## config.mk

```make
export PLATFORM = sky130hd
export DESIGN_NAME = instr_encoder_flat
export DESIGN_NICKNAME = d
export VERILOG_FILES = /design/src/rtl/instr_encoder_if.sv /design/src/rtl/instr_encoder.sv /design/src/flat_wrapper.sv
export SDC_FILE = /design/constraint.sdc
export NUM_CORES = 1
export LEC_CHECK = 0
export BUFFER_PORTS_ARGS = -buffer_cell sky130_fd_sc_hd__buf_2
export CAP_MARGIN = 20
export CORE_AREA = 2 2 87 173
export DETAILED_ROUTE_END_ITERATION = 7
export DIE_AREA = 0 0 89 175
export PLACE_DENSITY = 0.82
export SLEW_MARGIN = 10
export SYNTH_ARGS = -nofsm -noshare
export SYNTH_HDL_FRONTEND = slang
export SYNTH_SLANG_ARGS = --single-unit
```

## constraint.sdc

```tcl
create_clock -name clk -period 6.35 [get_ports clk]
set_input_delay 0.9525 -clock clk [delete_from_list [all_inputs] [get_ports clk]]
set_output_delay 0.9525 -clock clk [all_outputs]
set_load 0.01 [all_outputs]
```

## src/rtl/instr_encoder_if.sv

```systemverilog
// Field-set input stream, encoded-word output stream and error status for instr_encoder.
// The slave modport is the encoder's view; master is the program loader / generator side.
interface instr_encoder_if #(
  parameter int unsigned AW = 32
);
  logic          in_valid;
  logic          in_ready;
  logic [2:0]    in_op;
  logic [4:0]    in_rd;
  logic [4:0]    in_rs1;
  logic [4:0]    in_rs2;
  logic [12:0]   in_imm;
  logic          addr_clr;
  logic          out_valid;
  logic          out_ready;
  logic [31:0]   out_instr;
  logic [AW-1:0] out_addr;
  logic          err;
  logic [7:0]    err_count;

  modport slave (
    input  in_valid, in_op, in_rd, in_rs1, in_rs2, in_imm, addr_clr, out_ready,
    output in_ready, out_valid, out_instr, out_addr, err, err_count
  );

  modport master (
    output in_valid, in_op, in_rd, in_rs1, in_rs2, in_imm, addr_clr, out_ready,
    input  in_ready, out_valid, out_instr, out_addr, err, err_count
  );
endinterface

```

## src/rtl/instr_encoder.sv

```systemverilog
// Packs decoded fields (lw/sw/add/sub/slt/or/and/beq) into RV32I words, buffers them in a
// FIFO and streams them out with a running byte address; illegal field sets are dropped.
module instr_encoder #(
  parameter int unsigned DEPTH     = 4,
  parameter int unsigned AW        = 32,
  parameter int unsigned BASE_ADDR = 0
) (
  input logic            clk,
  input logic            rst_n,
  instr_encoder_if.slave bus
);
  localparam int unsigned   PW   = $clog2(DEPTH) + 1;
  localparam logic [AW-1:0] BASE = AW'(BASE_ADDR);
  localparam logic [AW-1:0] STEP = AW'(4);

  typedef enum logic [2:0] {
    OP_LW  = 3'd0,
    OP_SW  = 3'd1,
    OP_ADD = 3'd2,
    OP_SUB = 3'd3,
    OP_SLT = 3'd4,
    OP_OR  = 3'd5,
    OP_AND = 3'd6,
    OP_BEQ = 3'd7
  } op_e;

  // Loads/stores need a 12-bit signed offset; branches need an even offset.
  function automatic logic is_legal(input logic [2:0] op, input logic [12:0] imm);
    logic ok;
    ok = 1'b1;
    case (op_e'(op))
      OP_LW, OP_SW: ok = (imm[12] == imm[11]);
      OP_BEQ:       ok = ~imm[0];
      default:      ok = 1'b1;
    endcase
    return ok;
  endfunction

  function automatic logic [31:0] encode(input logic [2:0]  op,
                                         input logic [4:0]  rd,
                                         input logic [4:0]  rs1,
                                         input logic [4:0]  rs2,
                                         input logic [12:0] imm);
    logic [6:0]  f7;
    logic [2:0]  f3;
    logic [31:0] word;
    f7 = 7'b0000000;
    f3 = 3'b000;
    case (op_e'(op))
      OP_SUB:  f7 = 7'b0100000;
      OP_SLT:  f3 = 3'b010;
      OP_OR:   f3 = 3'b110;
      OP_AND:  f3 = 3'b111;
      default: ;
    endcase
    case (op_e'(op))
      OP_LW:   word = {imm[11:0], rs1, 3'b010, rd, 7'b0000011};
      OP_SW:   word = {imm[11:5], rs2, rs1, 3'b010, imm[4:0], 7'b0100011};
      OP_BEQ:  word = {imm[12], imm[10:5], rs2, rs1, 3'b000, imm[4:1], imm[11], 7'b1100011};
      default: word = {f7, rs2, rs1, f3, rd, 7'b0110011};
    endcase
    return word;
  endfunction

  function automatic logic [7:0] sat_inc(input logic [7:0] v);
    return (v == 8'hFF) ? v : v + 8'd1;
  endfunction

  logic [31:0]   mem_q [DEPTH];
  logic [PW-1:0] wr_ptr_q, wr_ptr_d;
  logic [PW-1:0] rd_ptr_q, rd_ptr_d;
  logic [AW-1:0] addr_q, addr_d;
  logic          err_q, err_d;
  logic [7:0]    err_cnt_q, err_cnt_d;

  logic full, empty, accept, legal, push, drop, pop;

  // Pointers carry one extra wrap bit so full and empty are distinguishable.
  assign full   = (wr_ptr_q[PW-1] != rd_ptr_q[PW-1]) &&
                  (wr_ptr_q[PW-2:0] == rd_ptr_q[PW-2:0]);
  assign empty  = (wr_ptr_q == rd_ptr_q);

  assign bus.in_ready = rst_n && !full;
  assign accept = bus.in_valid && bus.in_ready;
  assign legal  = is_legal(bus.in_op, bus.in_imm);
  assign push   = accept && legal;
  assign drop   = accept && !legal;
  assign pop    = !empty && bus.out_ready;

  assign bus.out_valid = !empty;
  assign bus.out_instr = empty ? 32'd0 : mem_q[rd_ptr_q[PW-2:0]];
  assign bus.out_addr  = addr_q;
  assign bus.err       = err_q;
  assign bus.err_count = err_cnt_q;

  always_comb begin
    wr_ptr_d  = wr_ptr_q;
    rd_ptr_d  = rd_ptr_q;
    addr_d    = addr_q;
    err_d     = err_q;
    err_cnt_d = err_cnt_q;
    if (push) wr_ptr_d = wr_ptr_q + PW'(1);
    if (pop)  rd_ptr_d = rd_ptr_q + PW'(1);
    // An address clear wins over the post-pop increment.
    if (bus.addr_clr) addr_d = BASE;
    else if (pop)     addr_d = addr_q + STEP;
    if (drop) begin
      err_d     = 1'b1;
      err_cnt_d = sat_inc(err_cnt_q);
    end
  end

  always_ff @(posedge clk) begin
    if (!rst_n) begin
      wr_ptr_q  <= '0;
      rd_ptr_q  <= '0;
      addr_q    <= BASE;
      err_q     <= 1'b0;
      err_cnt_q <= 8'd0;
    end else begin
      wr_ptr_q  <= wr_ptr_d;
      rd_ptr_q  <= rd_ptr_d;
      addr_q    <= addr_d;
      err_q     <= err_d;
      err_cnt_q <= err_cnt_d;
    end
  end

  // Storage is not reset; the head is masked while the FIFO is empty.
  always_ff @(posedge clk) begin
    if (push) mem_q[wr_ptr_q[PW-2:0]] <= encode(bus.in_op, bus.in_rd, bus.in_rs1,
                                                bus.in_rs2, bus.in_imm);
  end
endmodule
```

## src/flat_wrapper.sv

```systemverilog
// flat-port wrapper written by rule: the top's interface ports become plain ports
module instr_encoder_flat 
#(
  parameter int unsigned DEPTH     = 4,
  parameter int unsigned AW        = 32,
  parameter int unsigned BASE_ADDR = 0
)
  (clk, rst_n, bus_in_valid, bus_in_op, bus_in_rd, bus_in_rs1, bus_in_rs2, bus_in_imm, bus_addr_clr, bus_out_ready, bus_in_ready, bus_out_valid, bus_out_instr, bus_out_addr, bus_err, bus_err_count);
  instr_encoder_if #(.AW(AW)) bus_i ();
  input logic clk;
  input logic rst_n;
  input wire logic [$bits(bus_i.in_valid)-1:0] bus_in_valid;
  input wire logic [$bits(bus_i.in_op)-1:0] bus_in_op;
  input wire logic [$bits(bus_i.in_rd)-1:0] bus_in_rd;
  input wire logic [$bits(bus_i.in_rs1)-1:0] bus_in_rs1;
  input wire logic [$bits(bus_i.in_rs2)-1:0] bus_in_rs2;
  input wire logic [$bits(bus_i.in_imm)-1:0] bus_in_imm;
  input wire logic [$bits(bus_i.addr_clr)-1:0] bus_addr_clr;
  input wire logic [$bits(bus_i.out_ready)-1:0] bus_out_ready;
  output wire logic [$bits(bus_i.in_ready)-1:0] bus_in_ready;
  output wire logic [$bits(bus_i.out_valid)-1:0] bus_out_valid;
  output wire logic [$bits(bus_i.out_instr)-1:0] bus_out_instr;
  output wire logic [$bits(bus_i.out_addr)-1:0] bus_out_addr;
  output wire logic [$bits(bus_i.err)-1:0] bus_err;
  output wire logic [$bits(bus_i.err_count)-1:0] bus_err_count;
  assign bus_i.in_valid = bus_in_valid;
  assign bus_i.in_op = bus_in_op;
  assign bus_i.in_rd = bus_in_rd;
  assign bus_i.in_rs1 = bus_in_rs1;
  assign bus_i.in_rs2 = bus_in_rs2;
  assign bus_i.in_imm = bus_in_imm;
  assign bus_i.addr_clr = bus_addr_clr;
  assign bus_i.out_ready = bus_out_ready;
  assign bus_in_ready = bus_i.in_ready;
  assign bus_out_valid = bus_i.out_valid;
  assign bus_out_instr = bus_i.out_instr;
  assign bus_out_addr = bus_i.out_addr;
  assign bus_err = bus_i.err;
  assign bus_err_count = bus_i.err_count;
  instr_encoder #(.DEPTH(DEPTH), .AW(AW), .BASE_ADDR(BASE_ADDR)) u_core (.clk(clk), .rst_n(rst_n), .bus(bus_i));
endmodule
```

# == Yosys cells after proc, flatten, opt, wreduce, memory -nomap -nowiden ==
# Memories as Yosys holds them, arrays and structs flattened. A register that Yosys moved wholly into a read port is not among the register bits.
# Cells that the tools add are included.
# op_classes
bitwise,3
muxes,10
n_eq_ne,11
addsub,4
reduce_logical,13
# ops
operator,n
one-hot mux 32 bit (3 select lines),1
2-to-1 mux 32 bit,2
"adder 32 x 3 -> 32 bit, second input constant",1
"== test 3 bit, second input constant",4
one-hot mux 3 bit (3 select lines),1
"adder 8 x 1 -> 8 bit, second input constant",1
"== test 8 bit, second input constant",1
"adder 3 x 1 -> 3 bit, second input constant",2
logical AND 1 bit,6
2-to-1 mux 6 bit,1
2-to-1 mux 2 bit,2
OR reduction 2 bit,2
"== test 3 x 1 -> 1 bit, second input constant",1
"== test 3 x 2 -> 1 bit, second input constant",1
== test 3 bit,1
zero test 1 bit,3
zero test 3 bit,1
NOT 1 bit,3
== test 2 bit,1
2-to-1 mux 1 bit,2
one-hot mux 1 bit (2 select lines),1
AND reduction 2 bit,1
== test 1 bit,1
!= test 1 bit,1
# word_totals
output_inout_bits,75
mem_bits_rw,128
elab_cells,47
n_memories,1
regBits,47
input_bits,36
# memory_table
name,words,width,read_ports,rd_clocked_by_memory_dff,write_ports,line_no,text
u_core.mem_q,4,32,1,1,1,instr_encoder.sv:69,logic [31:0] mem_q [DEPTH];

# == Logic depth before layout (Yosys ltp) ==
# Gate-level depths: netlist of run 1.
# depth
depth_word,8
mapped_depth,6
ltp_nobuf,5

# == Worst setup path before layout of run 1 ==
# No wires, ideal clock.
# synth_path
path_type,input port to flip-flop
start,input bus_in_op[2]
end,"memory u_core.mem_q[0][10], enable pin"
setup_time_ns,0.388
required_ns,5.962
n_path_buf,2
t_arrival_ns,2.621
path_stages,5
setup_slack_ns,3.342
cell_sequence,clkbuf_1 and2_1 a32oi_1 clkbuf_1 and3_1
# synth_between
elab_chain_cells,6
word_cells_on_any_way,8
classes_between,eq/ne (2); mux (3); reduce/logical (3)
# synth_lines
element,line_no,text
from (decl),flat_wrapper.sv:13,input wire logic [$bits(bus_i.in_op)-1:0] bus_in_op;
== test 3 x 1 -> 1 bit / zero test 3 bit (equally long branches),instr_encoder.sv:31,case (op_e'(op))
OR reduction 2 bit,instr_encoder.sv:31,
one-hot mux 1 bit (2 select lines) (*),instr_encoder.sv:31,
logical AND 1 bit (*),instr_encoder.sv:86,assign push = accept && legal;
2-to-1 mux 1 bit (*),instr_encoder.sv:131,"if (push) mem_q[wr_ptr_q[PW-2:0]] <= encode(bus.in_op, bus.in_rd, bus.in_rs1,"
2-to-1 mux 1 bit (implied by the code) (*),instr_encoder.sv:131,
to (decl),instr_encoder.sv:69,
# Mark *: on every way between the ends. The rest lies on a longest branch, timed or not.

# == Final worst setup path of run 1 ==
# layout_path
start,register u_core.wr_ptr_q[1]
end,output bus_out_instr[7]
# layout_between
elab_chain_cells,2
# layout_lines
element,line_no,text
from (decl),instr_encoder.sv:70,"logic [PW-1:0] wr_ptr_q, wr_ptr_d;"
from (signal assigned),instr_encoder.sv:121,wr_ptr_q <= wr_ptr_d;
== test 3 bit,instr_encoder.sv:81,assign empty = (wr_ptr_q == rd_ptr_q);
2-to-1 mux 32 bit,instr_encoder.sv:91,assign bus.out_instr = empty ? 32'd0 : mem_q[rd_ptr_q[PW-2:0]];
to (decl),flat_wrapper.sv:22,output wire logic [$bits(bus_i.out_instr)-1:0] bus_out_instr;
# No other way between the ends.

==> results of run 1 <==
[worst max path at each step]
stage,start,to,slack (ns),cells after the start
global placement,u_core.wr_ptr_q[1],bus_out_instr[20],3.25,6
finish,u_core.wr_ptr_q[1],bus_out_instr[7],2.59,6
CTS,u_core.wr_ptr_q[1],bus_out_instr[7],2.63,6
global route,u_core.wr_ptr_q[0],bus_out_instr[7],2.43,6
detailed placement,u_core.wr_ptr_q[1],bus_out_instr[4],3.11,6
floorplan,bus_in_op[2],u_core.mem_q[0][10],3.34,5
[cells in the final DEF, fill, tap and decap left out, types with 3 or more instances in the layout]
cell        count
edfxtp_1      112
buf_2         106
dfxtp_1        46
and2_1         42
nand2_1        32
mux4_2         28
a21oi_1        20
clkbuf_16      17
o31ai_1        16
nand3_1        14
nand4_1        14
mux2i_1        14
or4_1          13
inv_1          12
and3_1         11
nor2_1         11
o21ai_0        11
nand2b_1       11
mux2_2          9
nor4_1          9
buf_4           9
xnor2_1         7
ha_1            7
xor2_1          5
and4_1          5
or3_1           5
a31oi_1         4
conb_1          4
inv_6           4
bufinv_16       4
clkinvlp_4      4
a21boi_0        3
[logic make-up after synthesis]
logic type      share of synthesized area [%]
flops                                    61.5
simple gates                             14.4
compound gates                           6.07
other cells                            0.0535
mux                                      12.5
buf+inv                                  2.63
xor+xnor                                 1.73
fa+ha+maj                                1.25
[metrics by stage]
| step | hold WS (ns) | instance area, um^2 | total power, W | setup slack, ns | instances |
|---|---|---|---|---|---|
| floorplan | 0.486 | 7020 | 0.00150 | 3.34 | 517 |
| global placement | 0.451 | 7730 | 0.00163 | 3.25 | 795 |
| detailed placement | 0.457 | 7730 | 0.00165 | 3.11 | 795 |
| CTS | 0.471 | 8360 | 0.00272 | 2.63 | 827 |
| global route | 0.488 | 8390 | 0.00281 | 2.43 | 828 |
| finish | 0.473 | 8390 | 0.00271 | 2.59 | 828 |
[power groups by stage]
stage	Combinational (W)	Clock, W	Sequential [W]
floorplan	0.000328	0	0.00118
global placement	0.000422	0	0.00121
detailed placement	0.000436	0	0.00121
CTS	0.000437	0.00110	0.00119
global route	0.000509	0.00113	0.00117
finish	0.000463	0.00108	0.00117
[synth_stat cells, types with 2 or more instances]
cell      instances
edfxtp_1        112
dfxtp_1          47
and2_1           42
nand2_1          32
mux4_2           28
a21oi_1          20
clkbuf_1         16
o31ai_1          16
mux2i_1          14
nand3_1          14
nand4_1          14
or4_1            13
inv_1            12
and3_1           11
nand2b_1         11
nor2_1           11
o21ai_0          11
mux2_2            9
nor4_1            9
ha_1              7
xnor2_1           7
buf_2             6
buf_4             6
and4_1            5
or3_1             5
xor2_1            5
a31oi_1           4
a21boi_0          3
a32o_1            2
nor2b_1           2
nor3_1            2
o22ai_1           2
o311ai_0          2
or2_2             2
[registers in the layout, indices dropped and copies added (netlist names), named ones only]
signal                count
u_core.bus.err            1
u_core.bus.err_count      8
u_core.bus.out_addr      30
u_core.mem_q            112
u_core.rd_ptr_q           3
u_core.wr_ptr_q           3
[metal layers]
metal,GRT usage [%],wire length [um],up-vias
met5,0,0,-
met1,20.9,5310,2320
met4,7.96,393,0
met3,3.83,564,36
li1,-,-,2192
met2,36.9,8660,150
[layout make-up]
class | count | area (um^2) | area share [%]
Inverter | 12 | 45.0 | 0.537
Tap cell | 192 | 240 | 2.86
Multi-Input combinational cell | 317 | 2550 | 30.4
Clock buffer | 17 | 425 | 5.07
Sequential cell | 159 | 4310 | 51.3
Timing Repair Buffer | 116 | 618 | 7.37
Clock inverter | 15 | 208 | 2.48
[critical path: stages, from the launching register on]
cell	delay, ns
dfxtp_1	0.45
xor2_1	0.48
nor3_1	0.11
buf_4	0.22
inv_1	0.73
and2_1	0.26
buf_2	0.14
==> metrics, run 1 <==
Critical Path Start Type flip-flop; Flop pwr share 43.1%; Post-Route Setup TNS 0 ns; largest net degree at the start of global routing 36; # rows between 60 and 70; final core occ just under 60%; Vias roughly 4700; post_cts resized 0; post-CTS setup buffer count 0; leading area contributor after synthesis edfxtp_1; critical path peak fanout 35; # nets final between 600 and 700; router iterations before antenna repair 4; Max H-tree Level 4; Cell Int Power between 0.002 and 0.0025 W; DRC viols 0; crit path time final 3.76 ns; Layout fillers between 1000 and 1500; sw frac between 20% and 30%; FF-to-FF Start u_core.wr_ptr_q[1]; Switch Pwr about 0.0007 W; Worst setup EP type output pin; Total GRT Usage around 20%; synth warn 0; Root Buffer clkbuf_16; io pins between 100 and 150; hold crit path type flip-flop to flip-flop; Yosys top cell area share slightly below 50%; critical path data arrival time 2.81 ns; hold path start u_core.bus.out_addr[31]; Max Clock Skew around 0.0087 ns; Final setup violation count 0; total gr overflow 0; Max transition margin about a third; CP Class flip-flop to output pin; vias per cell between 5 and 6; TritonCTS Sinks 159; Die Span Y between 150 and 200 um; FF-to-FF path depth 6; clock tree buffer depth 2; fin crit share between 50% and 60%; #FFs+latches synth roughly 160; fmax 266 MHz; initial antenna violation count 0; Lkg Pwr 2.99 nW; initial DRC count approximately 320; floorplan core area 14300 um^2; MaxCap Viol Count 0; Post-DRT Antenna Nets 0; Clk Latency, worst-skew pair around 0.4 ns; n_diodes 0; sequential share of the synthesized area 61.5%; Hold Path End u_core.bus.out_addr[31]; share of layout cells above drive strength 1 30.2%; # hold bufs at CTS 0; CTS buffer count 17; final slew viol count 0; hold path depth 2; Port-buffer cells between 100 and 150; WL final ~15000 um; Starting Density just under 50%; vias in the first global route about 4700; RSZ-0062 raised after global routing no; clock power share between 30% and 40%; CTS clk-pin slew, worst paths ~0.07 ns; Avg Cell Area, Syn between 10 and 15 um^2; DR WL/cell 18.0 um; Comb power frac 17.1%; mapped cell area 7000 um^2; Area Overhead vs Synth 19.8%; Post-Syn Instances approximately 500; reg2reg setup slack approximately 3.8 ns; first-pass GRT wire length about 23000 um; top_reg_cell synth edfxtp_1; worst-margin pin slew between 0.9 and 1 ns; Chip Width 89 um; Crit path required time approximately 5.4 ns; R2R Path End u_core.rd_ptr_q[1]; count of cell types in the netlist between 40 and 50; Detailed Place HPWL 10200 um; die area between 15000 and 20000 um^2; status complete, no violations; number of synthesized flops with an enable pin about 110; Synth area leaders edfxtp_1 48%, dfxtp_1 13%, mux4_2 9.0%, and2_1 3.8%, mux2i_1 2.0%; P per Cell Area ~320 nW/um^2; FFs w/ async S/R, synth 0%; CTS tree built; GPL Wtd Cong 0.855; Max VDD drop about 0.22 mV; number of hold violations in the final report 0
Power figures use the tool's default switching activity.
==> inputs of run 2 (changes only) <==
--- a/config.mk
+++ b/config.mk
@@ -10,7 +10,7 @@
 export CORE_AREA = 2 2 87 173
 export DETAILED_ROUTE_END_ITERATION = 7
 export DIE_AREA = 0 0 89 175
-export PLACE_DENSITY = 0.82
+export PLACE_DENSITY = 0.84
 export SLEW_MARGIN = 10
 export SYNTH_ARGS = -nofsm -noshare
 export SYNTH_HDL_FRONTEND = slang
==> constraint.sdc (replaced) <==
create_clock -name clk -period 3.1 [get_ports clk]
set_input_delay 0.465 -clock clk [delete_from_list [all_inputs] [get_ports clk]]
set_output_delay 0.465 -clock clk [all_outputs]
set_load 0.01 [all_outputs]
==> metrics, run 2 (same netlist as run 1, synthesis figures left out) <==
hold crit path type input port to flip-flop; Max VDD drop between 0.3 and 0.4 mV; GPL Wtd Cong 0.862; Max H-tree Level 4; CTS clk-pin slew, worst paths around 0.070 ns; initial DRC count 351; initial antenna violation count 0; CTS tree built; die area 15600 um^2; Post-Route Setup TNS 0 ns; WL final ~14000 um; critical path data arrival time 2.32 ns; FF-to-FF path depth 5; area of the multi-input gates about 2500 um^2; Critical Path Start Type flip-flop; Worst setup EP type output pin; Crit path required time 2.63 ns; vias in the first global route roughly 4600; CTS buffer count 17; number of hold violations in the final report 0; fmax between 300 and 400 MHz; met3 usage 3.31%; # hold bufs at CTS 0; Post-DRT Antenna Nets 0; reg2reg setup slack 0.91 ns; largest net degree at the start of global routing 36; clock tree buffer depth 2; Chip Width about 90 um; io pins between 100 and 150; # rows 62; layer with the highest usage met2; Die Span Y roughly 180 um; fin crit share between 80% and 90%; TritonCTS Sinks ~160; router iterations before antenna repair 4; CP Launch Point u_core.wr_ptr_q[0]; crit path time final 2.78 ns; floorplan core area about 14000 um^2; Area Overhead vs Synth 19.7%; Starting Density slightly below 50%; commonest non-fill, non-tap cells in the layout 112 x edfxtp_1, 106 x buf_2, 46 x dfxtp_1; post-CTS setup buffer count 0; share of layout cells above drive strength 1 30.4%; met2 Use GR between 30% and 40%; final slew viol count 0; Root Buffer clkbuf_16; Port-buffer cells around 110; Layout fillers around 1200; total gr overflow 0; DR WL/cell 17.3 um; Detailed Place HPWL roughly 10000 um; status complete, no violations; first-pass GRT wire length ~23000 um; Clk Latency, worst-skew pair a little over 0.4 ns; DRC viols 0; R2R Path End u_core.bus.out_addr[14]; CP Class flip-flop to output pin; Max Clock Skew approximately 0.0097 ns; FF-to-FF Start u_core.wr_ptr_q[1]; commonest non-fill, non-tap cell in the layout edfxtp_1; P per Cell Area between 600 and 700 nW/um^2; M1 GR Usage roughly a fifth; Reg area about 4300 um^2; hold path depth 1; RSZ-0062 raised after global routing no; final core occ between 50% and 60%; Lkg Pwr 3.01 nW; Max transition margin slightly below 40%; Total GRT Usage just under 20%; crit path capture bus_out_instr[30]; n_diodes 0; Final setup violation count 0; Largest register FFs 112; post_cts resized 0; critical path peak fanout 35; Vias around 4600; vias per cell between 5 and 6; # nets final 670; MaxCap Viol Count 0; worst-margin pin slew 0.904 ns
-- run 2: worst min-delay path by stage --
stage / from / end
after CTS: bus_in_rs1[1] / u_core.mem_q[2][16]
after global routing: bus_in_rs1[1] / u_core.mem_q[2][16]
after detailed placement: u_core.bus.out_addr[31] / u_core.bus.out_addr[31]
final: bus_in_rs1[1] / u_core.mem_q[2][16]
after floorplan: u_core.bus.out_addr[31] / u_core.bus.out_addr[31]
after global placement: u_core.bus.out_addr[31] / u_core.bus.out_addr[31]
-- run 2: cell type report --
class | count | area share [%]
clock buffer | 17 | 5.08
clock inverter | 14 | 2.03
inverter | 12 | 0.537
multi-input combinational | 317 | 30.2
sequential | 159 | 51.4
tap | 192 | 2.87
timing repair buffer | 120 | 7.88
-- run 2: metrics by stage --
stage	instances	hold WS, ns	area (um^2)	setup WS, ns	total power [W]
after global routing	831	0.261	8380	0.110	0.00566
after CTS	830	0.260	8370	0.282	0.00549
after global placement	799	0.453	7780	0.567	0.00338
after detailed placement	799	0.456	7780	0.432	0.00341
final	831	0.278	8380	0.320	0.00543
after floorplan	517	0.486	7020	0.579	0.00308
-- run 2: power by group --
group / leakage (nW) / internal [W] / switching [W]
sequential: 1.40 / 0.00234 / 0.0000616
clock: 0.288 / 0.00122 / 0.000872
combinational: 1.32 / 0.000446 / 0.000493
total: 3.01 / 0.00400 / 0.00143
-- run 2: routing by layer --
layer / vias up / share of wire [%] / wire length (um)
li1: 2203 / - / -
met4: 0 / 2.4 / 340
met5: - / 0 / 0
met3: 19 / 4.3 / 621
met1: 2259 / 36 / 5230
met2: 147 / 57 / 8200
-- run 2: worst max-delay path: stages (launching register included) --
cell and delay (ns):
dfxtp_1 0.47, xor2_1 0.44, nor3_1 0.09, buf_4 0.22, inv_1 0.07, buf_4 0.29
and2_1 0.19, buf_2 0.13
==> inputs of run 3 (changes only) <==
--- a/config.mk
+++ b/config.mk
@@ -8,9 +8,10 @@
 export BUFFER_PORTS_ARGS = -buffer_cell sky130_fd_sc_hd__buf_2
 export CAP_MARGIN = 20
 export CORE_AREA = 2 2 87 173
+export CTS_BUF_LIST = sky130_fd_sc_hd__clkbuf_4
 export DETAILED_ROUTE_END_ITERATION = 7
 export DIE_AREA = 0 0 89 175
-export PLACE_DENSITY = 0.84
+export PLACE_DENSITY = 0.8
 export SLEW_MARGIN = 10
 export SYNTH_ARGS = -nofsm -noshare
 export SYNTH_HDL_FRONTEND = slang
==> metrics, run 3 (same netlist as run 1, synthesis figures left out) <==
crit-path cells xor2_4 > nor3_1 > inv_1 > buf_4 > and2_1 > buf_2; clock power share between 20% and 30%; P per Cell Area roughly 570 nW/um^2; Total Power between 0.004 and 0.005 W; CP Buf/Inv Count 3; DR WL/cell 17.3 um; Root Buffer clkbuf_4; fin crit share about 89%; FF-to-FF path depth 5; Detailed Place HPWL between 10000 and 15000 um; floorplan core area 14300 um^2; critical path data arrival time about 2.3 ns; CTS tree built; hold path depth 1; DRC viols 0; crit path time final between 2 and 3 ns; io pins ~110; Starting Density between 40 and 50%; total gr overflow 0; router iterations before antenna repair 4; commonest non-fill, non-tap cell in the layout edfxtp_1; Vias 4616; # nets final 671; vias in the first global route 4784; Max VDD drop 0.357 mV; CP Class flip-flop to output pin; Max Clock Skew 0.0232 ns; Critical Path Start Type flip-flop; GPL Wtd Cong ~0.84; reg2reg setup slack 0.99 ns; TritonCTS Sinks 159; Lkg Pwr 2.88 nW; final slew viol count 0; CP delay by family, top buffers and inverters; CP peak stage delay ~0.51 ns; Post-DRT Antenna Nets 0; FF-to-FF Start u_core.wr_ptr_q[0]; CTS buffer count 17; # hold bufs at CTS 0; fmax around 360 MHz; hold crit path type input port to flip-flop; Worst setup EP type output pin; Layout fillers 1220; worst-margin pin slew around 0.85 ns; number of hold violations in the final report 0; sw frac about 27%; hold path start bus_in_rs1[2]; Port-buffer cells ~110; largest net degree at the start of global routing 29; Reg area ~4300 um^2; Crit path required time between 2 and 3 ns; Total GRT Usage 19.4%; initial DRC count a little over 200; status complete, no violations; slowest CP cell dfxtp_1; first-pass GRT wire length roughly 23000 um; Clk Latency, worst-skew pair approximately 0.52 ns; area of the multi-input gates roughly 2600 um^2; Switch Pwr 0.00127 W; critical path peak fanout 28; clock tree buffer depth 2; # rows 62; WL final 14400 um; MaxCap Viol Count 0; Hold Path End u_core.mem_q[3][17]; Largest register FFs 112; R2R Path End u_core.mem_q[3][22]; initial antenna violation count 1; Chip Width 89 um; Max H-tree Level 4; Area Overhead vs Synth 16.1%; Comb power frac 20.4%; die area about 16000 um^2; CTS clk-pin slew, worst paths between 0.1 and 0.15 ns; Die Span Y approximately 180 um; commonest non-fill, non-tap cells in the layout 112 x edfxtp_1, 106 x buf_2, 46 x dfxtp_1; vias per cell approximately 5.5; Post-Route Setup TNS 0 ns; Final setup violation count 0; share of layout cells above drive strength 1 30.6%; Cell Int Power 0.00337 W; RSZ-0062 raised after global routing no; Max transition margin a little over two fifths; Flop pwr share 51.8%
[run 3: how the worst max path moves through the flow]
stage / cells after the start / slack [ns] / to / from
floorplan: 5 / 0.58 / u_core.mem_q[0][10] / bus_in_op[2]
global placement: 5 / 0.85 / u_core.mem_q[3][9] / bus_in_op[0]
detailed placement: 6 / 0.78 / bus_out_instr[28] / u_core.wr_ptr_q[0]
CTS: 6 / 0.13 / bus_out_instr[28] / u_core.wr_ptr_q[0]
global route: 6 / 0.02 / bus_out_instr[31] / u_core.wr_ptr_q[2]
finish: 6 / 0.33 / bus_out_instr[28] / u_core.rd_ptr_q[2]
[run 3: area by class of cell]
type	count	share of cell area, %
antenna	1	0.0308
sequential	159	53.0
clock inverter	13	2.02
timing repair buffer	121	8.22
inverter	12	0.554
tap	192	2.96
clock buffer	19	1.75
multi-input combinational	317	31.5
[run 3: per-layer routing]
layer  vias up  GRT usage (%)  part of all wire (%)
li1       2196              -                     -
met1      2256           19.6                    36
met2       143           37.1                    58
met3        21           3.92                   4.3
met4         0           7.65                   2.3
met5         -              0                     0
[run 3: metrics by stage]
stage,cell area (um^2),hold slack [ns],setup WS [ns],utilization [%],instances
detailed placement,7790,0.479,0.782,54.6,801
finish,8130,0.171,0.335,57.0,834
global placement,7790,0.450,0.855,54.5,800
global route,8130,0.116,0.0228,57.0,834
floorplan,7020,0.486,0.579,-,517
CTS,8100,0.105,0.135,56.7,833
[run 3: what timing repair did]
item                       in CTS  in global routing
hold endpoints to repair        0                  0
setup buffers                   0                  0
setup endpoints to repair       0                 21
gates resized for setup         0                  3
[run 3: power by group through the flow]
stage	registers, W	logic [W]	clock network [W]
after floorplan	0.00241	0.000672	0
after global placement	0.00244	0.000941	0
final	0.00240	0.000944	0.00129
after CTS	0.00240	0.000963	0.00134
after global routing	0.00241	0.00105	0.00141
after detailed placement	0.00245	0.000961	0
